**src/rtl/rv32m_pkg.sv**
```systemverilog
// rv32m_pkg: RV32M funct3 codes, muldiv FSM states and divider iteration count
package rv32m_pkg;
    localparam logic [2:0] F_MUL    = 3'b000;
    localparam logic [2:0] F_MULH   = 3'b001;
    localparam logic [2:0] F_MULHSU = 3'b010;
    localparam logic [2:0] F_MULHU  = 3'b011;
    localparam logic [2:0] F_DIV    = 3'b100;
    localparam logic [2:0] F_DIVU   = 3'b101;
    localparam logic [2:0] F_REM    = 3'b110;
    localparam logic [2:0] F_REMU   = 3'b111;
    localparam int DIV_ITERS = 32;
    typedef enum logic [2:0] {IDLE, MUL1, DIV_RUN, DIV_FIX, DONE} state_t;
endpackage

```
**src/rtl/div_iter.sv**
```systemverilog
// div_iter: restoring radix-2 divider on unsigned magnitudes, one quotient bit per step
module div_iter
    import rv32m_pkg::*;
#(
    parameter int WIDTH = 32
) (
    input  logic             clk,
    input  logic             rst,
    input  logic             load,
    input  logic             step,
    input  logic [WIDTH-1:0] dividend,
    input  logic [WIDTH-1:0] divisor,
    output logic [WIDTH-1:0] quo,
    output logic [WIDTH-1:0] rem,
    output logic             last
);
    localparam int CW = $clog2(DIV_ITERS);
    logic [WIDTH-1:0] d;
    logic [CW-1:0] cnt;
    logic [WIDTH:0] sh, diff;
    always_comb begin
        sh = {rem, quo[WIDTH-1]};
        diff = sh - {1'b0, d};
        last = cnt == '0;
    end
    always_ff @(posedge clk) begin
        if (rst) begin
            d <= '0;
            quo <= '0;
            rem <= '0;
            cnt <= '0;
        end else if (load) begin
            d <= divisor;
            quo <= dividend;
            rem <= '0;
            cnt <= CW'(DIV_ITERS - 1);
        end else if (step) begin
            rem <= diff[WIDTH] ? sh[WIDTH-1:0] : diff[WIDTH-1:0];
            quo <= {quo[WIDTH-2:0], !diff[WIDTH]};
            cnt <= cnt - 1'b1;
        end
    end
endmodule

```
**src/rtl/muldiv_unit.sv**
```systemverilog
// muldiv_unit: RV32M execute unit, 2-stage multiplier plus iterative divider behind one FSM
module muldiv_unit
    import rv32m_pkg::*;
#(
    parameter int WIDTH         = 32,
    parameter bit DIV_EARLY_OUT = 1'b1
) (
    input  logic             clk,
    input  logic             rst,
    input  logic             start,
    input  logic             flush,
    input  logic [2:0]       funct3,
    input  logic [WIDTH-1:0] op1,
    input  logic [WIDTH-1:0] op2,
    output logic             busy,
    output logic             done,
    output logic [WIDTH-1:0] result
);
    state_t state, state_n;
    logic [1:0] sel;
    logic neg_q, neg_r, dz;
    logic signed [49:0] pp_lo, pp_hi;
    logic signed [32:0] a_ext, b_ext;
    logic [63:0] prod;
    logic [WIDTH-1:0] mag1, mag2, quo, rem, spec_res, fix_res;
    logic idle_like, accept, is_mul, s1, s2, div_zero, ovf, early, last;
    always_comb begin
        idle_like = state == IDLE || state == DONE;
        accept = start && !flush && idle_like;
        is_mul = !funct3[2];
        a_ext = {funct3 != F_MULHU && op1[WIDTH-1], op1};
        b_ext = {funct3 == F_MULH && op2[WIDTH-1], op2};
        prod = 64'(pp_lo) + (64'(pp_hi) << 16);
        s1 = !funct3[0] && op1[WIDTH-1];
        s2 = !funct3[0] && op2[WIDTH-1];
        mag1 = s1 ? -op1 : op1;
        mag2 = s2 ? -op2 : op2;
        div_zero = op2 == '0;
        ovf = !funct3[0] && op1 == {1'b1, {(WIDTH-1){1'b0}}} && op2 == '1;
        early = DIV_EARLY_OUT && (div_zero || ovf);
        // the overflow quotient equals op1 itself (0x80000000)
        spec_res = funct3[1] ? (div_zero ? op1 : '0) : (div_zero ? '1 : op1);
        fix_res = sel[1] ? (neg_r ? -rem : rem) : dz ? '1 : neg_q ? -quo : quo;
        state_n = flush ? IDLE
                : idle_like ? (!accept ? IDLE : is_mul ? MUL1 : early ? DONE : DIV_RUN)
                : (state == MUL1 || state == DIV_FIX) ? DONE
                : last ? DIV_FIX : DIV_RUN;
        busy = start || !idle_like;
        done = state == DONE;
    end
    always_ff @(posedge clk) begin
        if (rst) begin
            state <= IDLE;
            sel <= '0;
            neg_q <= 1'b0;
            neg_r <= 1'b0;
            dz <= 1'b0;
            pp_lo <= '0;
            pp_hi <= '0;
            result <= '0;
        end else begin
            state <= state_n;
            if (accept) begin
                sel <= funct3[1:0];
                neg_q <= s1 ^ s2;
                neg_r <= s1;
                dz <= div_zero;
                pp_lo <= 50'(a_ext) * 50'($signed({1'b0, b_ext[15:0]}));
                pp_hi <= 50'(a_ext) * 50'($signed(b_ext[32:16]));
                if (!is_mul && early) result <= spec_res;
            end
            if (state == MUL1 && !flush) result <= sel == 2'b00 ? prod[31:0] : prod[63:32];
            if (state == DIV_FIX && !flush) result <= fix_res;
        end
    end
    div_iter #(.WIDTH(WIDTH)) u_div (
        .clk(clk),
        .rst(rst),
        .load(accept && !is_mul),
        .step(state == DIV_RUN),
        .dividend(mag1),
        .divisor(mag2),
        .quo(quo),
        .rem(rem),
        .last(last)
    );
endmodule

```
**config.mk**
```make
export PLATFORM = sky130hd
export DESIGN_NAME = muldiv_unit
export DESIGN_NICKNAME = d
export VERILOG_FILES = /design/src/rtl/rv32m_pkg.sv /design/src/rtl/div_iter.sv /design/src/rtl/muldiv_unit.sv
export SDC_FILE = /design/constraint.sdc
export NUM_CORES = 2
export LEC_CHECK = 0
export ABC_AREA = 1
export CAP_MARGIN = 30
export CORE_ASPECT_RATIO = 0.8
export CORE_UTILIZATION = 29
export CTS_BUF_LIST = sky130_fd_sc_hd__clkbuf_4 sky130_fd_sc_hd__clkbuf_8
export CTS_CLUSTER_SIZE = 28
export DETAILED_ROUTE_END_ITERATION = 16
export GPL_ROUTABILITY_DRIVEN = 0
export SYNTH_ARGS = -nofsm -noshare
export SYNTH_HDL_FRONTEND = slang
export SYNTH_SLANG_ARGS = --single-unit
```
**constraint.sdc**
```tcl
create_clock -name clk -period 7.7 [get_ports clk]
set_clock_uncertainty 0.05 [all_clocks]
set_input_delay 1.54 -clock clk [delete_from_list [all_inputs] [get_ports clk]]
set_output_delay 1.54 -clock clk [all_outputs]
set_load 0.005 [all_outputs]
```
==> flow_summary_export.csv <==
group,metric,value,unit
sta,setup_viol,0,
logic_synthesis,synth_area,59200,um^2
grt,grt_pass1_vias,57400,
setup_path,cp_max_fo,5,
logic_synthesis,seq_area_frac_synth,8.08,%
layout,layout_commonest_cell,"inv_1",
run,max-cap-violations,0,
floorplanning,coreArea,202000,um^2
drt,wl_met3,26300,um
clock_tree,clockBufferDepth,3,
clock_tree,numCtsBuffers,40,
logic_synthesis,synth_edf_count,0,
logic_synthesis,synth_top_cell_area_share,34.7,%
setup_path,cp_data_arrival_time,8.00,ns
setup_path,crit_buf_inv,10,
setup_path,start_kind,"input pin",
clock_tree,cts_tree,"built",
clock_tree,clock-sinks,239,
layout,drive_gt1_share,9.30,%
clock_tree,cts_root_buffer,"clkbuf_8",
sta,drv_slew,0,
layout,final_nets,10400,
placement,dpl.hpwl,189000,um
sta,slew_headroom,22.6,%
sta,worst_pin_slew,1.15,ns
clock_tree,cts.clk_slew.worst_paths,0.08,ns
logic_synthesis,yosys_warnings,0,
setup_path,crit_path_top_delay_cell,"clkdlybuf4s50_1",
logic_synthesis,synth.area.top_cells,"fa_1, inv_1, nand2_1, dfxtp_1, ha_1",
logic_synthesis,syn-instance-count,8597,
logic_synthesis,syn_area_per_cell,6.89,um^2
setup_path,critical_path.top_delay_family,"adder cells",
layout,final_cell_mix,"inv_1, nand2_1, fa_1",
grt,antenna_found_initial,25,
sta,hold_viol,0,
grt,grt_overflow,0,
drt,vias_per_cell,4.93,
logic_synthesis,synth_cell_types,58,
setup_path,max_stage_delay,0.55,ns
logic_synthesis,ys_seq_elements,239,
sta,period_share,97.4,%
sta,fmax,0.133,GHz
drt,wl_met1,95300,um
grt,track_usage,21.8,%
placement,numPortBuffers,104,
setup_path,crit_type,"input pin to flop",
min_path,hp-start,"u_div.quo[19]",
floorplanning,dieWidth,507,um
drt,initialDrtViolationCount,6345,
drt,drc_errors,0,
layout,area_delta_synth_final,15.5,%
min_path,hp-class,"flop to flop",
floorplanning,dieHeight,406,um
drt,drt_first_pass_iters,9,
setup_path,crit-reg2reg-launch,"state[0]",
floorplanning,std_cell_rows,147,
setup_path,crit_top_cell,"fa_1",
logic_synthesis,synth-main-ff-cell,"dfxtp_1",
drt,vias,57800,
floorplanning,initial_utilization,29.3,%
logic_synthesis,synthArstFlopShare,0,%
drt,routedWlPerCell,19.2,um
grt,grt_pass1_wl,344000,um
setup_path,critPathRequiredTime,8.20,ns
clock_tree,h-tree-depth,2,
drt,top_layer,"met5",
logic_synthesis,syn_nets,10000,
drt,dr_wl_met2,92900,um
run_status,status,"completed",
grt,grt_max_degree,74,
clock_tree,clock_latency,0.67,ns
floorplanning,die_area,206000,um^2
sta,holdWs,0.429,ns
sta,tns,0,ns
setup_path,crit_path_end_kind,"flop",
logic_synthesis,synth_largest_area_cell,"fa_1",
sta,fin_crit,7.50,ns
clock_tree,hold_buffers,0,
drt,routed_wl,225000,um
drt,ant_nets,0,
setup_path,crit_path_start,"funct3[2]",
floorplanning,ios,105,
[worst register-to-register path: stages, from the launching register on]
cell and delay (ns):
dfxtp_1 0.41, nand2_1 0.25, nor3_2 0.18, buf_4 0.44, inv_1 0.60, a31oi_1 0.56
o21ai_0 0.45, nand2_1 0.19, a21oi_1 0.07, nor2_1 0.11
[per-stage QoR]
step           std cells  util (%)  setup WS [ns]  cell area (um^2)
2_1_floorplan       8597         -          0.406             59200
3_3_place_gp       11600      33.4         -0.328             67300
3_5_place_dp       11600      33.4         -0.484             67400
4_1_cts            11700      33.8          0.181             68300
5_1_grt            11700      33.9       -0.00568             68400
6_report           11700      33.9          0.199             68400
[worst paths after layout]
kind                   end  slack, ns  cells past startpoint
max reg2reg      result[5]       4.39                      9
max              pp_hi[33]       0.20                     29
min reg2reg  u_div.quo[20]       0.43                      2
min          u_div.quo[20]       0.43                      2
[per-layer routing]
metal / vias up / track usage, %
met4: 24 / 7.92
met5: - / 0
li1: 26300 / -
met3: 464 / 5.58
met1: 28100 / 30.0
met2: 2858 / 32.5
[state kept, by name, summed over array words and instances, names as in the netlist, 2 cells and up]
register and count:
result 32, u_div.rem 32, u_div.d 32, u_div.quo 32
sel 2, pp_hi 48, u_div.cnt 5, state 3
pp_lo 50
[cell type report]
type / count / area, um^2
fill: 21500 / 133000
inverter: 2181 / 8190
multi-input combinational: 5792 / 44800
clock buffer: 55 / 701
sequential: 239 / 4780
antenna: 11 / 27.5
timing repair buffer: 751 / 6380
clock inverter: 13 / 183
tap: 2682 / 3360
[timing repair]
| item | 4_1_cts | 5_1_grt |
|---|---|---|
| endpoints found under the hold margin | 0 | 0 |
| gates resized for setup | 0 | 10 |
| endpoints found under the setup margin | 0 | 14 |
| buffers inserted | 0 | 2 |
[cell usage after synthesis, types with 12 or more instances]
cell and number:
nand3b_1 14, o21ai_0 384, nor2_1 671, xor2_1 82
nand4_1 58, fa_1 1027, a31oi_1 45, o211ai_1 35
o21ai_1 36, a21o_1 15, maj3_1 13, buf_1 92
a21oi_1 415, nand3_1 326, buf_2 31, o21bai_1 37
nor4_1 13, nand2_1 2062, inv_1 2168, xnor2_1 38
dfxtp_1 239, nor3_1 52, or2_2 12, clkbuf_1 254
ha_1 319, o22ai_1 37
[cell families after synthesis]
logic type                 Yosys count  synth area share, %
adders and majority gates         1359                 41.7
xor gates and xnor gates           120                 1.77
AOI/OAI and AO/OA                 1065                 9.87
DFF                                239                 8.08
buffers and inverters             2566                 16.4
and+or+nand+nor                   3248                 22.2
Power is not shown: default switching activity piles up to over one toggle a cycle in this logic, so the estimate is an artifact.
